<file path="src/rtl/dmem_arbiter.sv">
// dmem_arbiter: round-robin arbiter sharing a single-port data memory between
// the CPU core (port 0) and the host loader (port 1). A port may lock the
// memory for a burst bounded by MAX_BURST whenever the other port is waiting.
module dmem_arbiter #(
   parameter int AW        = 8,
   parameter int DW        = 8,
   parameter int MAX_BURST = 4
) (
   input  logic          clk,
   input  logic          rst_n,
   input  logic          core_req,
   input  logic          core_we,
   input  logic          core_lock,
   input  logic [AW-1:0] core_addr,
   input  logic [DW-1:0] core_wdata,
   input  logic          host_req,
   input  logic          host_we,
   input  logic          host_lock,
   input  logic [AW-1:0] host_addr,
   input  logic [DW-1:0] host_wdata,
   output logic          core_gnt,
   output logic          host_gnt,
   output logic          core_rvalid,
   output logic          host_rvalid,
   output logic [DW-1:0] core_rdata,
   output logic [DW-1:0] host_rdata,
   output logic [AW-1:0] mem_addr,
   output logic [DW-1:0] mem_wdata,
   output logic          mem_we,
   input  logic [DW-1:0] mem_rdata
);

   typedef enum logic [1:0] {
      OWN_NONE = 2'd0,
      OWN_CORE = 2'd1,
      OWN_HOST = 2'd2
   } owner_t;

   localparam logic [3:0] MAXB = 4'(MAX_BURST);

   owner_t     owner, owner_nx;
   logic [3:0] burst_cnt, cnt_nx;
   logic       last, last_nx;   // 0 = core, 1 = host

   // Grant decision: owner keeps the memory until its burst budget runs out
   // while the other port waits; otherwise plain round-robin on 'last'.
   always_comb begin
      core_gnt = 1'b0;
      host_gnt = 1'b0;
      if (rst_n) begin
         if (owner == OWN_CORE && core_req) begin
            if (!host_req || burst_cnt < MAXB) core_gnt = 1'b1;
            else                                host_gnt = 1'b1;
         end else if (owner == OWN_HOST && host_req) begin
            if (!core_req || burst_cnt < MAXB) host_gnt = 1'b1;
            else                                core_gnt = 1'b1;
         end else if (core_req && host_req) begin
            if (last) core_gnt = 1'b1;
            else      host_gnt = 1'b1;
         end else begin
            core_gnt = core_req;
            host_gnt = host_req;
         end
      end
   end

   // Memory mux: host values only when host is granted, core values otherwise.
   always_comb begin
      mem_addr  = host_gnt ? host_addr  : core_addr;
      mem_wdata = host_gnt ? host_wdata : core_wdata;
      mem_we    = (core_gnt & core_we) | (host_gnt & host_we);
   end

   assign core_rdata = mem_rdata;
   assign host_rdata = mem_rdata;

   // Ownership / burst next state. A forced release needs no special case:
   // the new grantee is never the current owner, so it restarts at 1 or clears.
   always_comb begin
      owner_nx = owner;
      cnt_nx   = burst_cnt;
      last_nx  = last;
      if (core_gnt || host_gnt) begin
         last_nx = host_gnt;
         if (host_gnt ? host_lock : core_lock) begin
            if (owner == (host_gnt ? OWN_HOST : OWN_CORE)) begin
               cnt_nx = (burst_cnt < MAXB) ? burst_cnt + 4'd1 : burst_cnt;
            end else begin
               owner_nx = host_gnt ? OWN_HOST : OWN_CORE;
               cnt_nx   = 4'd1;
            end
         end else begin
            owner_nx = OWN_NONE;
            cnt_nx   = 4'd0;
         end
      end else if (owner != OWN_NONE) begin
         // no grant means nobody requests, so the owner has dropped req
         owner_nx = OWN_NONE;
         cnt_nx   = 4'd0;
      end
   end

   // State registers and read-valid flops; reset drops any pending rvalid.
   always_ff @(posedge clk) begin
      if (!rst_n) begin
         owner       <= OWN_NONE;
         burst_cnt   <= 4'd0;
         last        <= 1'b1;
         core_rvalid <= 1'b0;
         host_rvalid <= 1'b0;
      end else begin
         owner       <= owner_nx;
         burst_cnt   <= cnt_nx;
         last        <= last_nx;
         core_rvalid <= core_gnt & ~core_we;
         host_rvalid <= host_gnt & ~host_we;
      end
   end

endmodule

</file>
<file path="config.mk">
export PLATFORM = sky130hd
export DESIGN_NAME = dmem_arbiter
export DESIGN_NICKNAME = d
export VERILOG_FILES = /design/src/rtl/dmem_arbiter.sv
export SDC_FILE = /design/constraint.sdc
export NUM_CORES = 1
export LEC_CHECK = 0
export CAP_MARGIN = 20
export CORE_MARGIN = 5
export CORE_UTILIZATION = 61
export DETAILED_ROUTE_END_ITERATION = 6
export DONT_BUFFER_PORTS = 1
export PLACE_DENSITY = 0.83
export SYNTH_ARGS = -nofsm -noshare
export SYNTH_HDL_FRONTEND = slang
export SYNTH_SLANG_ARGS = --single-unit
</file>
<file path="constraint.sdc">
create_clock -name clk -period 2.4 [get_ports clk]
set_input_delay 0.24 -clock clk [delete_from_list [all_inputs] [get_ports clk]]
set_output_delay 0.24 -clock clk [all_outputs]
set_load 0.02 [all_outputs]
</file>
# [Yosys cells after proc, flatten, opt, wreduce, memory -nomap -nowiden]
# Index checks and enable logic that the tools add are counted.
[word_totals] elab_cells=58 output_inout_bits=37 in_bits=48 regBits=9
[op_classes] mux=27 bitwise_logic=7 add_sub_neg=1 reduce_logical=12 n_eq_ne=5 order_cmp=1
[ops] operator="2-to-1 mux 4 bit" n=5
[ops] operator="2-to-1 mux 8 bit" n=2
[ops] operator="2-to-1 mux 1 bit" n=15
[ops] operator="2-to-1 mux 2 bit" n=5
[ops] operator="adder 4 x 1 -> 4 bit (second input constant)" n=1
[ops] operator="bitwise AND 1 bit" n=4
[ops] operator="less-than comparator 4 x 3 -> 1 bit (second input constant)" n=1
[ops] operator="!= test 4 bit (second input constant)" n=1
[ops] operator="AND reduction 2 bit" n=2
[ops] operator="nonzero test 2 bit" n=2
[ops] operator="logical AND 1 bit" n=3
[ops] operator="logical OR 1 bit" n=3
[ops] operator="!= test 3 bit (second input constant)" n=1
[ops] operator="== test 2 x 1 -> 1 bit (second input constant)" n=1
[ops] operator="== test 2 bit" n=1
[ops] operator="== test 2 bit (second input constant)" n=1
[ops] operator="logical NOT 1 bit" n=2
[ops] operator="inverter 1 bit" n=2
[ops] operator="bitwise OR 1 bit" n=1

# [Longest topological paths before layout]
[depth] word_depth=11 depth_mapped=6 ltp_nobuf=5

# [Least setup slack after synthesis]
# Ideal clock, no wire load.
[synth_timing] kind="register to output" from="register owner[0]" to="output mem_wdata[0]" arrival_time_ps=1600 setup_slack_ps=560 t_required_ps=2160 stages_incl_launch_ff=7 n_path_buf=1 path_cell_list="dfxtp_1 -> o21ai_2 -> a2bb2oi_2 -> o21a_4 -> a21oi_4 -> buf_12 -> mux2_4"
[synth_via] elab_chain_len=6 elab_cells_between_ends=8 classes_between="eq/ne: 2; mux: 4; reduce/logical: 2"
[synth_lines] item="start: declaration" line="41" rtl="owner_t owner, owner_nx;"
[synth_lines] item="start signal: assignment" line="112" rtl="owner <= owner_nx;"
[synth_lines] item="== test 2 bit" line="54" rtl="end else if (owner == OWN_HOST && host_req) begin"
[synth_lines] item="logical AND 1 bit" line="54"
[synth_lines] item="2-to-1 mux 1 bit" line="54"
[synth_lines] item="2-to-1 mux 1 bit *" line="51" rtl="if (owner == OWN_CORE && core_req) begin"
[synth_lines] item="2-to-1 mux 1 bit *" line="50" rtl="if (rst_n) begin"
[synth_lines] item="via host_gnt" line="22" rtl="output logic host_gnt,"
[synth_lines] item="2-to-1 mux 8 bit *" line="70" rtl="mem_wdata = host_gnt ? host_wdata : core_wdata;"
[synth_lines] item="end: declaration" line="28" rtl="output logic [DW-1:0] mem_wdata,"
# Mark *: on every way through the listed nets, which the timed path passes. The rest lies on a longest branch.

# [Worst setup path in the final report]
[layout_timing] from="register owner[1]" to="output mem_addr[0]"
[layout_via] elab_chain_len=6 elab_cells_between_ends=8 classes_between="eq/ne: 2; mux: 4; reduce/logical: 2"
[layout_lines] item="== test 2 bit" line="54"
[layout_lines] item="logical AND 1 bit" line="54"
[layout_lines] item="2-to-1 mux 1 bit" line="54"
[layout_lines] item="2-to-1 mux 1 bit *" line="51"
[layout_lines] item="2-to-1 mux 1 bit *" line="50"
[layout_lines] item="2-to-1 mux 8 bit *" line="69" rtl="mem_addr = host_gnt ? host_addr : core_addr;"
[layout_lines] item="end: declaration" line="27" rtl="output logic [AW-1:0] mem_addr,"
# Every way passes the cells marked *; elsewhere a longest branch is shown, timed or not.

==> flow_summary.ini <==
[run_status]
status = completed

[yosys]
synth_area_sq_um = 868
avgSynthCellArea_sq_um = 9.44
yosys_warnings = 0
ys.flop_type = dfxtp_1
synth_edf_count = 0
synth_seq_cells = 9
synth_cell_type_count = 32
seq_area_frac_synth_pct = 20.7
synth_nets = 141
yosysTopAreaCellShare_pct = 20.7
syn_inst = 92
async_flop_share_pct = 0
synth_area_leaders = dfxtp_1 (21%), buf_4 (15%), mux2_4 (12%), mux2_2 (12%), nand2_1 (3.5%)
yosysTopAreaCell = dfxtp_1

[clock_network]
post_cts_buffers = 0
root_buffer = clkbuf_4
clk_pin_slew_ps = 60
clock_latency_ps = 260
cts_tree = yes
htree_levels = 1
ctsResizeCount = 0
clock_sinks = 9
cts_buffers = 3
cts_max_path_buffers = 2
ctsHoldBuffers = 0

[pwr]
power.density_nw_per_um2 = 510
p_leak_nw = 0.313
power_uw = 393
switchingPower_uw = 127
switching_share_pct = 32.4
combPwrFrac_pct = 28.5
power_frac_seq_pct = 41.1
peakVddDrop_v = 0.000222
p_clk_share_pct = 30.3
p_int_uw = 265

[floorplan]
initial_core_util_pct = 65.9
io_pins = 85
die_w_um = 47.7
rows = 13
dieArea_sq_um = 2280
core_area_sq_um = 1320
die_h_um = 47.7

[grt]
overflow = 0
grt_max_degree = 20
grt_usage_pct = 17.2
grt_pass1_wl_mm = 2.75
grt_pass1_vias = 582
antenna_found_initial = 0

[setup_path]
crit_chain = nor2b_4 > a2bb2oi_2 > o21a_4 > a21oi_4 > buf_4 > mux2_2
crit_arrival_ps = 1990
crit_fanout = 19
cpPeakStageDelay_ps = 440
setup.worst_path.start_class = register
worst_setup_path_end_kind = output pin
critPathKind = reg2out
required_ps = 2160
slowest_stage = mux2_2

[route]
ant_nets = 0
vias_per_cell = 6.78
drc_errors = 0
num_vias = 631
wirelength_mm = 1.97
drtIter0Drc = 12
drt_first_pass_iters = 4
wl_per_cell_um = 21.2

[place]
gp_congestion = 0.912
hpwl_mm = 1.64
placed_cell_area_sq_um = 743
io_buffers = 0

[cells_and_area]
fin_area_sq_um = 769
num_antenna_cells = 0
nets = 128
area_delta_synth_final_pct = -11.4
drive_gt1_share_pct = 33.3

[timing]
holdWs_ps = 41.2
timing.final.max_slew_violations = 0
layout_min_cycle_time_ps = 2230
fmax_ghz = 0.448
fin_skew_ps = 0.397
rsz0062_at_grt = false
period_share_pct = 93.0
setup_tns_ps = 0
setup_viol = 0
finalHoldViolations = 0
slew_headroom_pct = 80.1
tightest_slew_ps = 299

[worst_hold_path]
hp-class = in2reg

[job]
cap_violations = 0
[worst max-delay path: cells and delay by family, from the launching register on]
| kind | cells | cell delay (ps) |
|---|---|---|
| buf+inv | 1 | 310 |
| compound gates | 3 | 360 |
| mux | 1 | 440 |
| flops | 1 | 410 |
| simple gates | 1 | 210 |
[kinds of logic (layout without fill, tap and decap cells)]
kind of cell	count (synthesis)	count (layout)	synth area share [%]
adders and majority gates	1	1	1.44
buffers and inverters	20	6	17.9
DFF	9	9	20.7
and+or+nand+nor	23	23	14.6
xor gates and xnor gates	1	1	1.01
AOI/OAI and AO/OA	22	22	20.6
muxes	16	16	23.8
[worst paths after layout]
path | endpoint | slack (ps) | startpoint | depth (start not counted)
min reg2reg | burst_cnt[1] | 500 | burst_cnt[1] | 2
max reg2reg | burst_cnt[0] | 840 | owner[0] | 4
max | mem_addr[0] | 170 | owner[1] | 6
min | last | 40 | rst_n | 1
[placed cells by master (no fill, tap or decap), drive strengths merged]
cell,synthesis,final
mux2,16,16
dfxtp,9,9
nand2,8,8
o21ai,6,6
nor2,5,5
a21oi,5,5
nor2b,4,4
clkbuf,1,4
o311a,2,2
a22o,2,2
and3,2,2
o21a,2,2
xor2,1,1
a2bb2oi,1,1
inv,1,1
a31oi,1,1
or2b,1,1
nand4,1,1
nand3,1,1
o211a,1,1
o32ai,1,1
a32oi,1,1
nand2b,1,1
ha,1,1
buf,18,1
[per-layer routing]
layer  routed length (um)  vias to the layer above  track usage, %
met5                    0                        -               0
li1                     -                      288               -
met1                  700                      294            20.5
met2                 1030                       45            26.9
met3                  201                        4            5.26
met4                   34                        0            10.2
[area by class of cell]
type	instances	area (sq um)
clock buffer	4	26.3
tap	15	18.8
timing repair buffer	1	7.51
sequential	9	180
inverter	1	3.75
fill	119	548
multi-input combinational	63	533
[power by group through the flow]
stage | registers [mW] | clock network [mW] | logic, mW
2_1_floorplan | 0.164 | 0 | 0.149
5_1_grt | 0.162 | 0.135 | 0.118
4_1_cts | 0.162 | 0.124 | 0.113
3_3_place_gp | 0.165 | 0 | 0.110
6_report | 0.162 | 0.119 | 0.112
3_5_place_dp | 0.165 | 0 | 0.112
[sequential cells by signal, indices dropped and copies added (netlist names)]
name,count
host_rvalid,1
core_rvalid,1
burst_cnt,4
last,1
owner,2
[per-stage QoR]
stage	worst slack [ps]	instances	util (%)
6_report	167	93	58.4
5_1_grt	61.5	93	58.4
4_1_cts	154	93	58.4
3_5_place_dp	445	89	56.4
3_3_place_gp	476	89	56.4
2_1_floorplan	560	92	-
[cells in the mapped netlist (2+ instances only)]
master	number
mux2_2	9
nand2_1	8
o21ai_0	5
a22o_1	2
mux2_4	7
nor2_1	4
o311a_1	2
buf_4	17
nor2b_1	3
and3_1	2
dfxtp_1	9
a21oi_1	4
(Power assumes the default switching activity.)
